`src/rtl/decode_pkg.sv`:
```
// Shared types and the combinational instruction decode for the decode stage.
// Contents:
//   funtype_e   - instruction class (reg / mem / branch / kernel)
//   FC_*        - funcode values that select special behaviour
//   F_*         - bit indices into the 8-bit control flag vector
//   decoded_t   - decoded bundle; imm is carried at IMM_W bits and
//                 truncated by the consumer to its datapath width
//   decode_instr() - pure decode of one instruction word
package decode_pkg;

   localparam int IMM_W = 64;

   typedef enum logic [1:0] {
      FT_REG    = 2'b00,
      FT_MEM    = 2'b01,
      FT_BRANCH = 2'b10,
      FT_KERNEL = 2'b11
   } funtype_e;

   localparam logic [1:0] FC_CMP     = 2'b11;
   localparam logic [1:0] FC_LOAD    = 2'b00;
   localparam logic [1:0] FC_STORE   = 2'b01;
   localparam logic [1:0] FC_CACHEWR = 2'b01;
   localparam logic [1:0] FC_CACHESH = 2'b10;

   localparam int F_WB      = 7;
   localparam int F_MEMRD   = 6;
   localparam int F_MEMWR   = 5;
   localparam int F_CPRS    = 4;
   localparam int F_CACHEWR = 3;
   localparam int F_CACHESH = 2;
   localparam int F_BRANCH  = 1;
   localparam int F_IMM     = 0;

   typedef struct packed {
      funtype_e         funtype;
      logic [1:0]       funcode;
      logic [3:0]       rd;
      logic [3:0]       rs;
      logic [3:0]       rx;
      logic [IMM_W-1:0] imm;
      logic [7:0]       flags;
   } decoded_t;

   function automatic decoded_t decode_instr(input logic [31:0] instr, input logic sext);
      decoded_t   d;
      funtype_e   ft;
      logic [1:0] fc;
      ft = funtype_e'(instr[31:30]);
      fc = instr[29:28];
      d  = '0;
      d.funtype = ft;
      d.funcode = fc;
      d.rd      = instr[27:24];
      d.rs      = instr[23:20];
      d.rx      = instr[19:16];
      d.flags[F_WB]      = (ft == FT_REG && fc != FC_CMP) || (ft == FT_MEM && fc == FC_LOAD) ||
                           (ft == FT_BRANCH) || (ft == FT_KERNEL && !fc[0]);
      d.flags[F_MEMRD]   = (ft == FT_MEM && fc == FC_LOAD);
      d.flags[F_MEMWR]   = (ft == FT_MEM && fc == FC_STORE);
      d.flags[F_CPRS]    = (ft == FT_REG && fc == FC_CMP);
      d.flags[F_CACHEWR] = (ft == FT_KERNEL && fc == FC_CACHEWR);
      d.flags[F_CACHESH] = (ft == FT_KERNEL && fc == FC_CACHESH);
      d.flags[F_BRANCH]  = (ft == FT_BRANCH);
      d.flags[F_IMM]     = instr[0];
      // CMP compares against its RD field, so that field travels on the RS lane
      if (d.flags[F_CPRS]) d.rs = instr[27:24];
      case (ft)
         FT_REG:    d.imm = {{(IMM_W-19){sext & instr[19]}}, instr[19:1]};
         FT_BRANCH: d.imm = {{(IMM_W-28){sext & instr[27]}}, instr[27:0]};
         default:   d.imm = {{(IMM_W-4){sext & instr[23]}}, instr[23:20]};
      endcase
      return d;
   endfunction

endpackage

```
`src/rtl/decode_if.sv`:
```
// Bus between fetch / execute / writeback and the decode stage.
// master: environment side (drives instruction, out_ready, writeback, flush)
// slave : decode stage (drives in_ready, the output bundle and pending)
// pending exposes the register scoreboard for observation only.
interface decode_if #(
   parameter int BUS  = 32,
   parameter int NREG = 16
);
   localparam int RW = $clog2(NREG);

   logic            in_valid;
   logic            in_ready;
   logic [31:0]     in_instr;
   logic            out_valid;
   logic            out_ready;
   logic [1:0]      out_funtype;
   logic [1:0]      out_funcode;
   logic [RW-1:0]   out_rd;
   logic [RW-1:0]   out_rs;
   logic [RW-1:0]   out_rx;
   logic [BUS-1:0]  out_imm;
   logic [7:0]      out_flags;
   logic            wb_valid;
   logic [RW-1:0]   wb_rd;
   logic            flush;
   logic [NREG-1:0] pending;

   modport master (
      output in_valid, in_instr, out_ready, wb_valid, wb_rd, flush,
      input  in_ready, out_valid, out_funtype, out_funcode, out_rd, out_rs, out_rx,
             out_imm, out_flags, pending
   );

   modport slave (
      input  in_valid, in_instr, out_ready, wb_valid, wb_rd, flush,
      output in_ready, out_valid, out_funtype, out_funcode, out_rd, out_rs, out_rx,
             out_imm, out_flags, pending
   );

endinterface

```
`src/rtl/reg_scoreboard.sv`:
```
// One pending bit per architectural register.
// Ports:
//   clk, rst_n          clock, async active-low reset (clears all bits)
//   set_en, set_addr    mark register as having a write in flight
//   clr_en, clr_addr    writeback retired the register
//   pending             current pending vector
// A set and a clear of the same register in one cycle leaves it set: the
// newly issued writer is younger than the one retiring.
module reg_scoreboard #(
   parameter int NREG = 16,
   localparam int RW  = $clog2(NREG)
) (
   input  logic            clk,
   input  logic            rst_n,
   input  logic            set_en,
   input  logic [RW-1:0]   set_addr,
   input  logic            clr_en,
   input  logic [RW-1:0]   clr_addr,
   output logic [NREG-1:0] pending
);

   logic [NREG-1:0] pending_nxt;

   always_comb begin
      pending_nxt = pending;
      if (clr_en) pending_nxt[clr_addr] = 1'b0;
      if (set_en) pending_nxt[set_addr] = 1'b1;
   end

   always_ff @(posedge clk or negedge rst_n) begin
      if (!rst_n) pending <= '0;
      else        pending <= pending_nxt;
   end

endmodule

```
`src/rtl/decode_stage.sv`:
```
// Registered, flow-controlled instruction decode stage with RAW-hazard stall.
// Ports:
//   clk, rst_n   clock, async active-low reset
//   bus (slave)  fetch handshake (in_*), output bundle handshake (out_*),
//                writeback retire (wb_valid/wb_rd), flush, pending vector
// Parameters: BUS datapath/imm width (28..64), NREG register count (<=16),
// SEXT_IMM selects sign (1) or zero (0) extension of the immediate.
module decode_stage
   import decode_pkg::*;
#(
   parameter int BUS      = 32,
   parameter int NREG     = 16,
   parameter int SEXT_IMM = 0
) (
   input  logic clk,
   input  logic rst_n,
   decode_if.slave bus
);

   localparam int RW = $clog2(NREG);

   decoded_t        dec;
   decoded_t        bundle_q;
   logic            out_valid_q;
   logic [NREG-1:0] pending;
   logic [RW-1:0]   out_rd;
   logic [RW-1:0]   src_a;
   logic [RW-1:0]   src_b;
   logic [RW-1:0]   src_d;
   logic            reads_rx;
   logic            reads_rd;
   logic            inflight_wb;
   logic            hazard;
   logic            accept;
   logic            issue;
   logic            unused_bundle;

   assign dec = decode_instr(bus.in_instr, SEXT_IMM != 0);

   // Sources come from the raw fields; dec.rs is remapped for CMP.
   assign src_a    = bus.in_instr[20 +: RW];
   assign src_b    = bus.in_instr[16 +: RW];
   assign src_d    = bus.in_instr[24 +: RW];
   assign reads_rx = (dec.funtype == FT_REG) && !dec.flags[F_IMM];
   assign reads_rd = dec.flags[F_MEMWR] || dec.flags[F_CPRS];

   assign out_rd = bundle_q.rd[RW-1:0];

   // The bundle sitting in the output register has not set its pending bit yet.
   // Branch writeback goes to the PC, so it never blocks a GPR read.
   assign inflight_wb = out_valid_q && bundle_q.flags[F_WB] && !bundle_q.flags[F_BRANCH];

   function automatic logic busy(input logic [RW-1:0] a, input logic [NREG-1:0] pend,
                                 input logic infl, input logic [RW-1:0] infl_rd);
      return pend[a] || (infl && (a == infl_rd));
   endfunction

   assign hazard = busy(src_a, pending, inflight_wb, out_rd) ||
                   (reads_rx && busy(src_b, pending, inflight_wb, out_rd)) ||
                   (reads_rd && busy(src_d, pending, inflight_wb, out_rd));

   assign bus.in_ready = (!out_valid_q || bus.out_ready) && !(bus.in_valid && hazard) && !bus.flush;
   assign accept       = bus.in_valid && bus.in_ready;
   assign issue        = out_valid_q && bus.out_ready && !bus.flush;

   always_ff @(posedge clk or negedge rst_n) begin
      if (!rst_n) begin
         out_valid_q <= 1'b0;
         bundle_q    <= '0;
      end else if (accept) begin
         out_valid_q <= 1'b1;
         bundle_q    <= dec;
      end else if (bus.out_ready || bus.flush) begin
         out_valid_q <= 1'b0;
      end
   end

   reg_scoreboard #(.NREG(NREG)) u_scoreboard (
      .clk      (clk),
      .rst_n    (rst_n),
      .set_en   (issue && bundle_q.flags[F_WB] && !bundle_q.flags[F_BRANCH]),
      .set_addr (out_rd),
      .clr_en   (bus.wb_valid),
      .clr_addr (bus.wb_rd),
      .pending  (pending)
   );

   assign bus.out_valid   = out_valid_q;
   assign bus.out_funtype = bundle_q.funtype;
   assign bus.out_funcode = bundle_q.funcode;
   assign bus.out_rd      = out_rd;
   assign bus.out_rs      = bundle_q.rs[RW-1:0];
   assign bus.out_rx      = bundle_q.rx[RW-1:0];
   assign bus.out_imm     = bundle_q.imm[BUS-1:0];
   assign bus.out_flags   = bundle_q.flags;
   assign bus.pending     = pending;

   // Upper imm bits beyond BUS and register bits beyond RW are not exported.
   assign unused_bundle = ^bundle_q;

endmodule

```
`src/flat_wrapper.sv`:
```
// flat-port wrapper written by rule: the top's interface ports become plain ports
module decode_stage_flat import decode_pkg::*;
#(
   parameter int BUS      = 32,
   parameter int NREG     = 16,
   parameter int SEXT_IMM = 0
)
  (clk, rst_n, bus_in_valid, bus_in_instr, bus_out_ready, bus_wb_valid, bus_wb_rd, bus_flush, bus_in_ready, bus_out_valid, bus_out_funtype, bus_out_funcode, bus_out_rd, bus_out_rs, bus_out_rx, bus_out_imm, bus_out_flags, bus_pending);
  decode_if #(.BUS(BUS), .NREG(NREG)) bus_i ();
  input  logic clk;
  input  logic rst_n;
  input wire logic [$bits(bus_i.in_valid)-1:0] bus_in_valid;
  input wire logic [$bits(bus_i.in_instr)-1:0] bus_in_instr;
  input wire logic [$bits(bus_i.out_ready)-1:0] bus_out_ready;
  input wire logic [$bits(bus_i.wb_valid)-1:0] bus_wb_valid;
  input wire logic [$bits(bus_i.wb_rd)-1:0] bus_wb_rd;
  input wire logic [$bits(bus_i.flush)-1:0] bus_flush;
  output wire logic [$bits(bus_i.in_ready)-1:0] bus_in_ready;
  output wire logic [$bits(bus_i.out_valid)-1:0] bus_out_valid;
  output wire logic [$bits(bus_i.out_funtype)-1:0] bus_out_funtype;
  output wire logic [$bits(bus_i.out_funcode)-1:0] bus_out_funcode;
  output wire logic [$bits(bus_i.out_rd)-1:0] bus_out_rd;
  output wire logic [$bits(bus_i.out_rs)-1:0] bus_out_rs;
  output wire logic [$bits(bus_i.out_rx)-1:0] bus_out_rx;
  output wire logic [$bits(bus_i.out_imm)-1:0] bus_out_imm;
  output wire logic [$bits(bus_i.out_flags)-1:0] bus_out_flags;
  output wire logic [$bits(bus_i.pending)-1:0] bus_pending;
  assign bus_i.in_valid = bus_in_valid;
  assign bus_i.in_instr = bus_in_instr;
  assign bus_i.out_ready = bus_out_ready;
  assign bus_i.wb_valid = bus_wb_valid;
  assign bus_i.wb_rd = bus_wb_rd;
  assign bus_i.flush = bus_flush;
  assign bus_in_ready = bus_i.in_ready;
  assign bus_out_valid = bus_i.out_valid;
  assign bus_out_funtype = bus_i.out_funtype;
  assign bus_out_funcode = bus_i.out_funcode;
  assign bus_out_rd = bus_i.out_rd;
  assign bus_out_rs = bus_i.out_rs;
  assign bus_out_rx = bus_i.out_rx;
  assign bus_out_imm = bus_i.out_imm;
  assign bus_out_flags = bus_i.out_flags;
  assign bus_pending = bus_i.pending;
  decode_stage #(.BUS(BUS), .NREG(NREG), .SEXT_IMM(SEXT_IMM)) u_core (.clk(clk), .rst_n(rst_n), .bus(bus_i));
endmodule
```
`config.mk`:
```
export PLATFORM = sky130hd
export DESIGN_NAME = decode_stage_flat
export DESIGN_NICKNAME = d
export VERILOG_FILES = /design/src/rtl/decode_pkg.sv /design/src/rtl/decode_if.sv /design/src/rtl/reg_scoreboard.sv /design/src/rtl/decode_stage.sv /design/src/flat_wrapper.sv
export SDC_FILE = /design/constraint.sdc
export NUM_CORES = 1
export LEC_CHECK = 0
export BUFFER_PORTS_ARGS = -buffer_cell sky130_fd_sc_hd__buf_2
export CORE_AREA = 2 2 103 80
export CTS_BUF_LIST = sky130_fd_sc_hd__clkbuf_16
export DETAILED_ROUTE_END_ITERATION = 16
export DIE_AREA = 0 0 105 82
export PLACE_DENSITY = 0.79
export SYNTH_ARGS = -nofsm -noshare
export SYNTH_HDL_FRONTEND = slang
export SYNTH_HIERARCHICAL = 1
export SYNTH_SLANG_ARGS = --single-unit
export TNS_END_PERCENT = 20
```
`constraint.sdc`:
```
create_clock -name clk -period 2.5 [get_ports clk]
set_input_delay 0.125 -clock clk [delete_from_list [all_inputs] [get_ports clk]]
set_output_delay 0.125 -clock clk [all_outputs]
set_load 0.02 [all_outputs]
```
Yosys cells after proc, flatten, opt, wreduce, memory -nomap -nowiden --
Cells that the tools add are included.
Storage, ports and cells: register bits after elaboration 69, output and inout port bits 74
Operators by class: multiplexer cells 16, bitwise gates (word level) 3, eq/ne operators 10, magnitude comparators 7, reductions and logical operators 45
Operators with widths (count):
- $pmux W28 S2 | 1
- $mux W16 | 2
- $logic_and A1 B1 Y1 | 25
- $lt A4 B5 Y1 const B | 5
- $and A16 B16 Y16 | 1
- $not A16 Y16 | 1
- $or A16 B16 Y16 | 1
- $bmux W1 S4 | 3
- $eq A4 B4 Y1 | 3
- $logic_or A1 B1 Y1 | 11
- $demux W1 S4 | 2
- $eq A2 B2 Y1 const B | 4
- $ge A4 B1 Y1 const B | 2
- $mux W1 | 7
- $logic_not A1 Y1 | 6
- $eq A2 B1 Y1 const B | 2
- $logic_not A2 Y1 | 2
- $mux W4 | 1
- $ne A2 B2 Y1 const B | 1
- $reduce_bool A2 Y1 | 1

Logic depth before layout (Yosys ltp) --
word-level depth 13, mapped depth 8

Hierarchy --
The synthesis kept the hierarchy.
By module, submodules not included:
- decode_stage | instances 1, area each 3154.3 sq um, sequential area each 1326.3 sq um, cells each 272
- reg_scoreboard | instances 1, area each 685.7 sq um, sequential area each 400.4 sq um, cells each 67

Worst setup path after synthesis --
No wires, ideal clock.
kind reg-to-reg, start point register u_core.u_scoreboard.pending[5], end point register u_core.bundle_q (netlist bit u_core/bus.out_imm[18]), library setup time 125 ps, stages on the path, launching flop included 8, slack 260 ps, period minus slack after synthesis 2240 ps, arrival time 2115 ps, required time 2375 ps, buffers on the path 1, cells stage by stage dfrtp_1 mux4_2 nor2_1 nor4b_1 a211oi_2 nand4_4 buf_4 mux2_4
Between the ends: cells in the longest elaborated chain, start to end 11, elaborated cells between the ends (all ways) 18
RTL lines:
- start, declared | line reg_scoreboard.sv:19 | output logic [NREG-1:0] pending
- start signal, assigned | line reg_scoreboard.sv:32 | else pending <= pending_nxt;
- $bmux W1 S4 | line decode_stage.sv:55 | return pend[a] || (infl && (a == infl_rd));
- $mux W1 (not written as such) | line decode_stage.sv:55
- $logic_or A1 B1 Y1 | line decode_stage.sv:55
- $logic_and A1 B1 Y1 | line decode_stage.sv:59 | (reads_rx && busy(src_b, pending, inflight_wb, out_rd)) ||
- $logic_or A1 B1 Y1 | line decode_stage.sv:58 | assign hazard = busy(src_a, pending, inflight_wb, out_rd) ||
- $logic_or A1 B1 Y1 * | line decode_stage.sv:59
- $logic_and A1 B1 Y1 * | line decode_stage.sv:62 | assign bus.in_ready = (!out_valid_q || bus.out_ready) && !(bus.in_valid && hazard) && !bus.flush;
- $logic_not A1 Y1 * | line decode_stage.sv:62
- $logic_and A1 B1 Y1 * (2 in a row) | line decode_stage.sv:62
- $logic_and A1 B1 Y1 * | line decode_stage.sv:63 | assign accept = bus.in_valid && bus.in_ready;
- end signal, assigned | line decode_stage.sv:69 | bundle_q <= '0;
- end signal, assigned | line decode_stage.sv:72 | bundle_q <= dec;
- end, declared | line decode_stage.sv:23 | decoded_t bundle_q;
Every way passes the cells marked *; elsewhere a longest branch is shown, timed or not. The select of a mux whose other input is x is not followed. A chain may end at the register's enable or synchronous reset.

Final worst setup path --
start point register u_core.u_scoreboard.pending[5], end point output port bus_in_ready
Between the ends: cells in the longest elaborated chain, start to end 10, elaborated cells between the ends (all ways) 17
RTL lines:
- $bmux W1 S4 | line decode_stage.sv:55
- $mux W1 (not written as such) | line decode_stage.sv:55
- $logic_or A1 B1 Y1 | line decode_stage.sv:55
- $logic_and A1 B1 Y1 | line decode_stage.sv:59
- $logic_or A1 B1 Y1 | line decode_stage.sv:58
- $logic_or A1 B1 Y1 * | line decode_stage.sv:59
- $logic_and A1 B1 Y1 * | line decode_stage.sv:62
- $logic_not A1 Y1 * | line decode_stage.sv:62
- $logic_and A1 B1 Y1 * (2 in a row) | line decode_stage.sv:62
- end, declared | line flat_wrapper.sv:18 | output wire logic [$bits(bus_i.in_ready)-1:0] bus_in_ready;
Marked as above.

==> results.yml <==
run_status:
  status: "finished clean"
floorplanning:
  start_util_pct: 50.28
  num_rows: 28
  pin_count: 116
  dieHeight_um: 82
  dieArea_mm2: 0.008610
  die_w_um: 105
  core_area_mm2: 0.007637
synth:
  postSynthRegisterBits: 69
  yosys_warnings: 6
  synth_seq_area_share_pct: 44.97
  yosys-top-cells-area: "dfrtp_1 45%, mux2_1 12%, mux2i_1 7.8%, mux4_2 5.3%, o21ai_0 3.9%"
  synth.most_common_cell: "dfrtp_1"
  ys.flop_type: "dfrtp_1"
  synthArstFlopShare_pct: 100.0
  syn_area_per_cell_um2: 11.33
  synthDistinctLibCells: 44
  netlist.area_leader.share_pct: 44.97
  ys_top_cells_by_count: "69 x dfrtp_1, 40 x mux2_1, 30 x mux2i_1, 30 x o21ai_0, 23 x nor2_1"
  synthesis.area_mm2: 0.003840
  synthCells: 339
  synth_area_leader_cell: "dfrtp_1"
  synth_edf_count: 0
routing:
  wl_um: 10450
  vias: 3160
  dr.pass1.iters: 5
  drtIter0Drc: 294
  vias_per_cell: 5.653
  antenna_left: 0
  drc_errors: 0
  wl_per_cell_um: 18.70
sta:
  slew_headroom_pct: 44.24
  tightest_slew_ns: 0.8364
  period_share_pct: 99.00
  drv_slew: 0
  hold_viol_final: 0
  setup_viol: 0
  fin_skew_ns: 0.005745
  fin_crit_ns: 2.475
  setup_ws_ns: 0.02497
  max_freq_mhz: 404.0
worst_setup_path:
  ff2ff_setup_slack_ns: 0.17
  cpLargestDelayFamily: "multiplexers"
  worstSetupEndpointType: "output pin"
  arrival_ns: 2.35
  critical_path.startpoint_type: "flop"
  slowest_stage: "mux4_2"
  worstSetupPathType: "flop to output pin"
  crit_path_max_fanout: 5
  reg2regPathDepth: 8
  r2r_start: "u_core/u_scoreboard/pending[13]$_DFF_PN0_"
  worst-endpoint-required_ns: 2.38
  crit_path_cell_trace: "mux4_2, mux2_2, o21ai_4, nand3_1, a211oi_2, buf_2"
  timing.rr.end: "u_core/bus.out_imm[5]$_DFFE_PN0P_"
  critPathMaxStageDelay_ns: 0.49
  cp_num_buf_inv: 1
cts:
  h-tree-depth: 3
  cts_root_buf: "clkbuf_16"
  clk_latency_ns: 0.33
  clk_pin_slew_ns: 0.06
  cts_buffers: 9
  clock_tree.buffer_depth: 2
  cts_tree: "done"
  cts.sinks: 69
global_routing:
  antenna_found_initial: 0
  grt_pass1_vias: 3022
  grt_first_pass_wirelength_um: 15970
  grt_usage_pct: 24.32
  grt-ovfl-total: 0
  grt_max_degree: 38
placement:
  dp_slack_ns: 0.1693
  place.gp.congestion: 0.9427
  place.port_buffers: 111
  dpl.hpwl_um: 7310
  place_inst: 540
finish:
  drive_above_1_share_pct: 36.56
  num-fill-cells: 650
  final_cells: 559
  nets: 491
  n_antenna_cell: 0
  area_growth_syn_to_layout_pct: 25.09
power_and_ir_drop:
  p_int_mw: 2.474
  cellPowerDensity_mw_per_mm2: 774.5
  p_comb_share_pct: 27.1
  vdd_drop_max_uv: 373.3
  p_clk_share_pct: 33.2
  swShare_pct: 33.50
  p_seq_share_pct: 39.7
  p_sw_mw: 1.246
  power.leakage_nw: 2.385
worst_hold_path:
  hold-path-endpoint: "u_core/bus.out_valid$_DFFE_PN0P_"
  whs_path_depth: 2
  min_from: "bus_flush"
  min_path_type: "input port to flop"
job:
  cap_violations: 0
-- metal layers --
layer	vias to the layer above	track usage (%)	share of wire, %	wire length (µm)
li1	1421	-	-	-
met1	1512	32.39	42	4343
met2	194	37.53	46	4838
met3	33	6.746	9.6	1002
met4	0	10.93	2.5	266
met5	-	0	0	0
-- logic make-up (layout without fill, tap and decap cells) --
group                  count (synthesis)  count (layout)  synth area share, %
AO/OA/AOI/OAI                         48              48                7.038
buffers and inverters                 34             146                4.757
XOR/XNOR                              11              11                2.509
multiplexers                          93              93                29.03
flip-flops                            69              69                44.97
AND/OR/NAND/NOR                       83              83                11.60
other                                  1               4              0.09766
-- final cells by class --
type | count | area (µm²) | area share (%)
well taps | 105 | 131.4 | 2.735
clock inverters | 7 | 66.31 | 1.381
repair buffers | 120 | 650.6 | 13.55
inverters | 10 | 37.54 | 0.7815
multi-input cells | 239 | 1963 | 40.87
flip-flops and latches | 69 | 1729 | 36.00
clock buffers | 9 | 225.2 | 4.689
-- state kept, by name, summed over array words and instances, names as in the netlist --
register                     flops
u_core/bus.out_imm              28
u_core/u_scoreboard/pending     16
u_core/bus.out_flags             8
u_core/bus.out_rd                4
u_core/bus.out_rs                4
u_core/bus.out_rx                4
u_core/bus.out_funcode           2
u_core/bus.out_funtype           2
u_core/bus.out_valid             1
-- power by group through the flow --
stage	combinational (mW)	clock (mW)	sequential [mW]
floorplan	0.399	0	1.69
global placement	0.967	0	1.48
detailed placement	0.992	0	1.49
CTS	1.00	1.25	1.47
global route	1.08	1.31	1.50
finish	1.01	1.24	1.48
-- how the worst max path moves through the flow --
stage	startpoint	endpoint	slack, ns	cells past startpoint
global route	u_core/u_scoreboard/pending[5]$_DFF_PN0_	bus_in_ready	-0.009	6
finish	u_core/u_scoreboard/pending[5]$_DFF_PN0_	bus_in_ready	0.02	6
detailed placement	bus_in_instr[24]	u_core/bus.out_imm[0]$_DFFE_PN0P_	0.17	8
global placement	bus_in_instr[24]	u_core/bus.out_imm[3]$_DFFE_PN0P_	0.25	8
floorplan	u_core/u_scoreboard/pending[5]$_DFF_PN0_	u_core/bus.out_imm[18]$_DFFE_PN0P_	0.26	7
CTS	u_core/u_scoreboard/pending[13]$_DFF_PN0_	bus_in_ready	0.03	6
-- metrics by stage --
stage	hold slack, ns	instance area [µm²]	TNS [ns]	util (%)	power [mW]
floorplan	-0.1706	3851	0	-	2.089
global placement	0.2408	4463	0	58.44	2.447
detailed placement	0.2597	4463	0	58.44	2.481
CTS	0.02571	4785	0	62.65	3.725
global route	0.04313	4803	-0.009327	62.89	3.891
finish	0.03704	4803	0	62.89	3.720
-- timing repair --
action | in CTS | in global routing
hold endpoints to repair | 32 | 0
setup endpoints to repair | 1 | 1
setup buffers | 2 | 0
hold buffers | 1 | 0
resized for setup | 1 | 5
pin swaps | 2 | 0
-- cell usage in the layout, fill, tap and decap left out, drive strengths merged, types with 5 or more instances in the layout --
cell type and n:
buf 119, clkbuf 9, dfrtp 69, inv 10, mux2 54, mux2i 30, mux4 9, nand2 20
nand2b 6, nand3 6, nand3b 5, nor2 23, o21ai 37, xnor2 9
(Power assumes the default switching activity.)
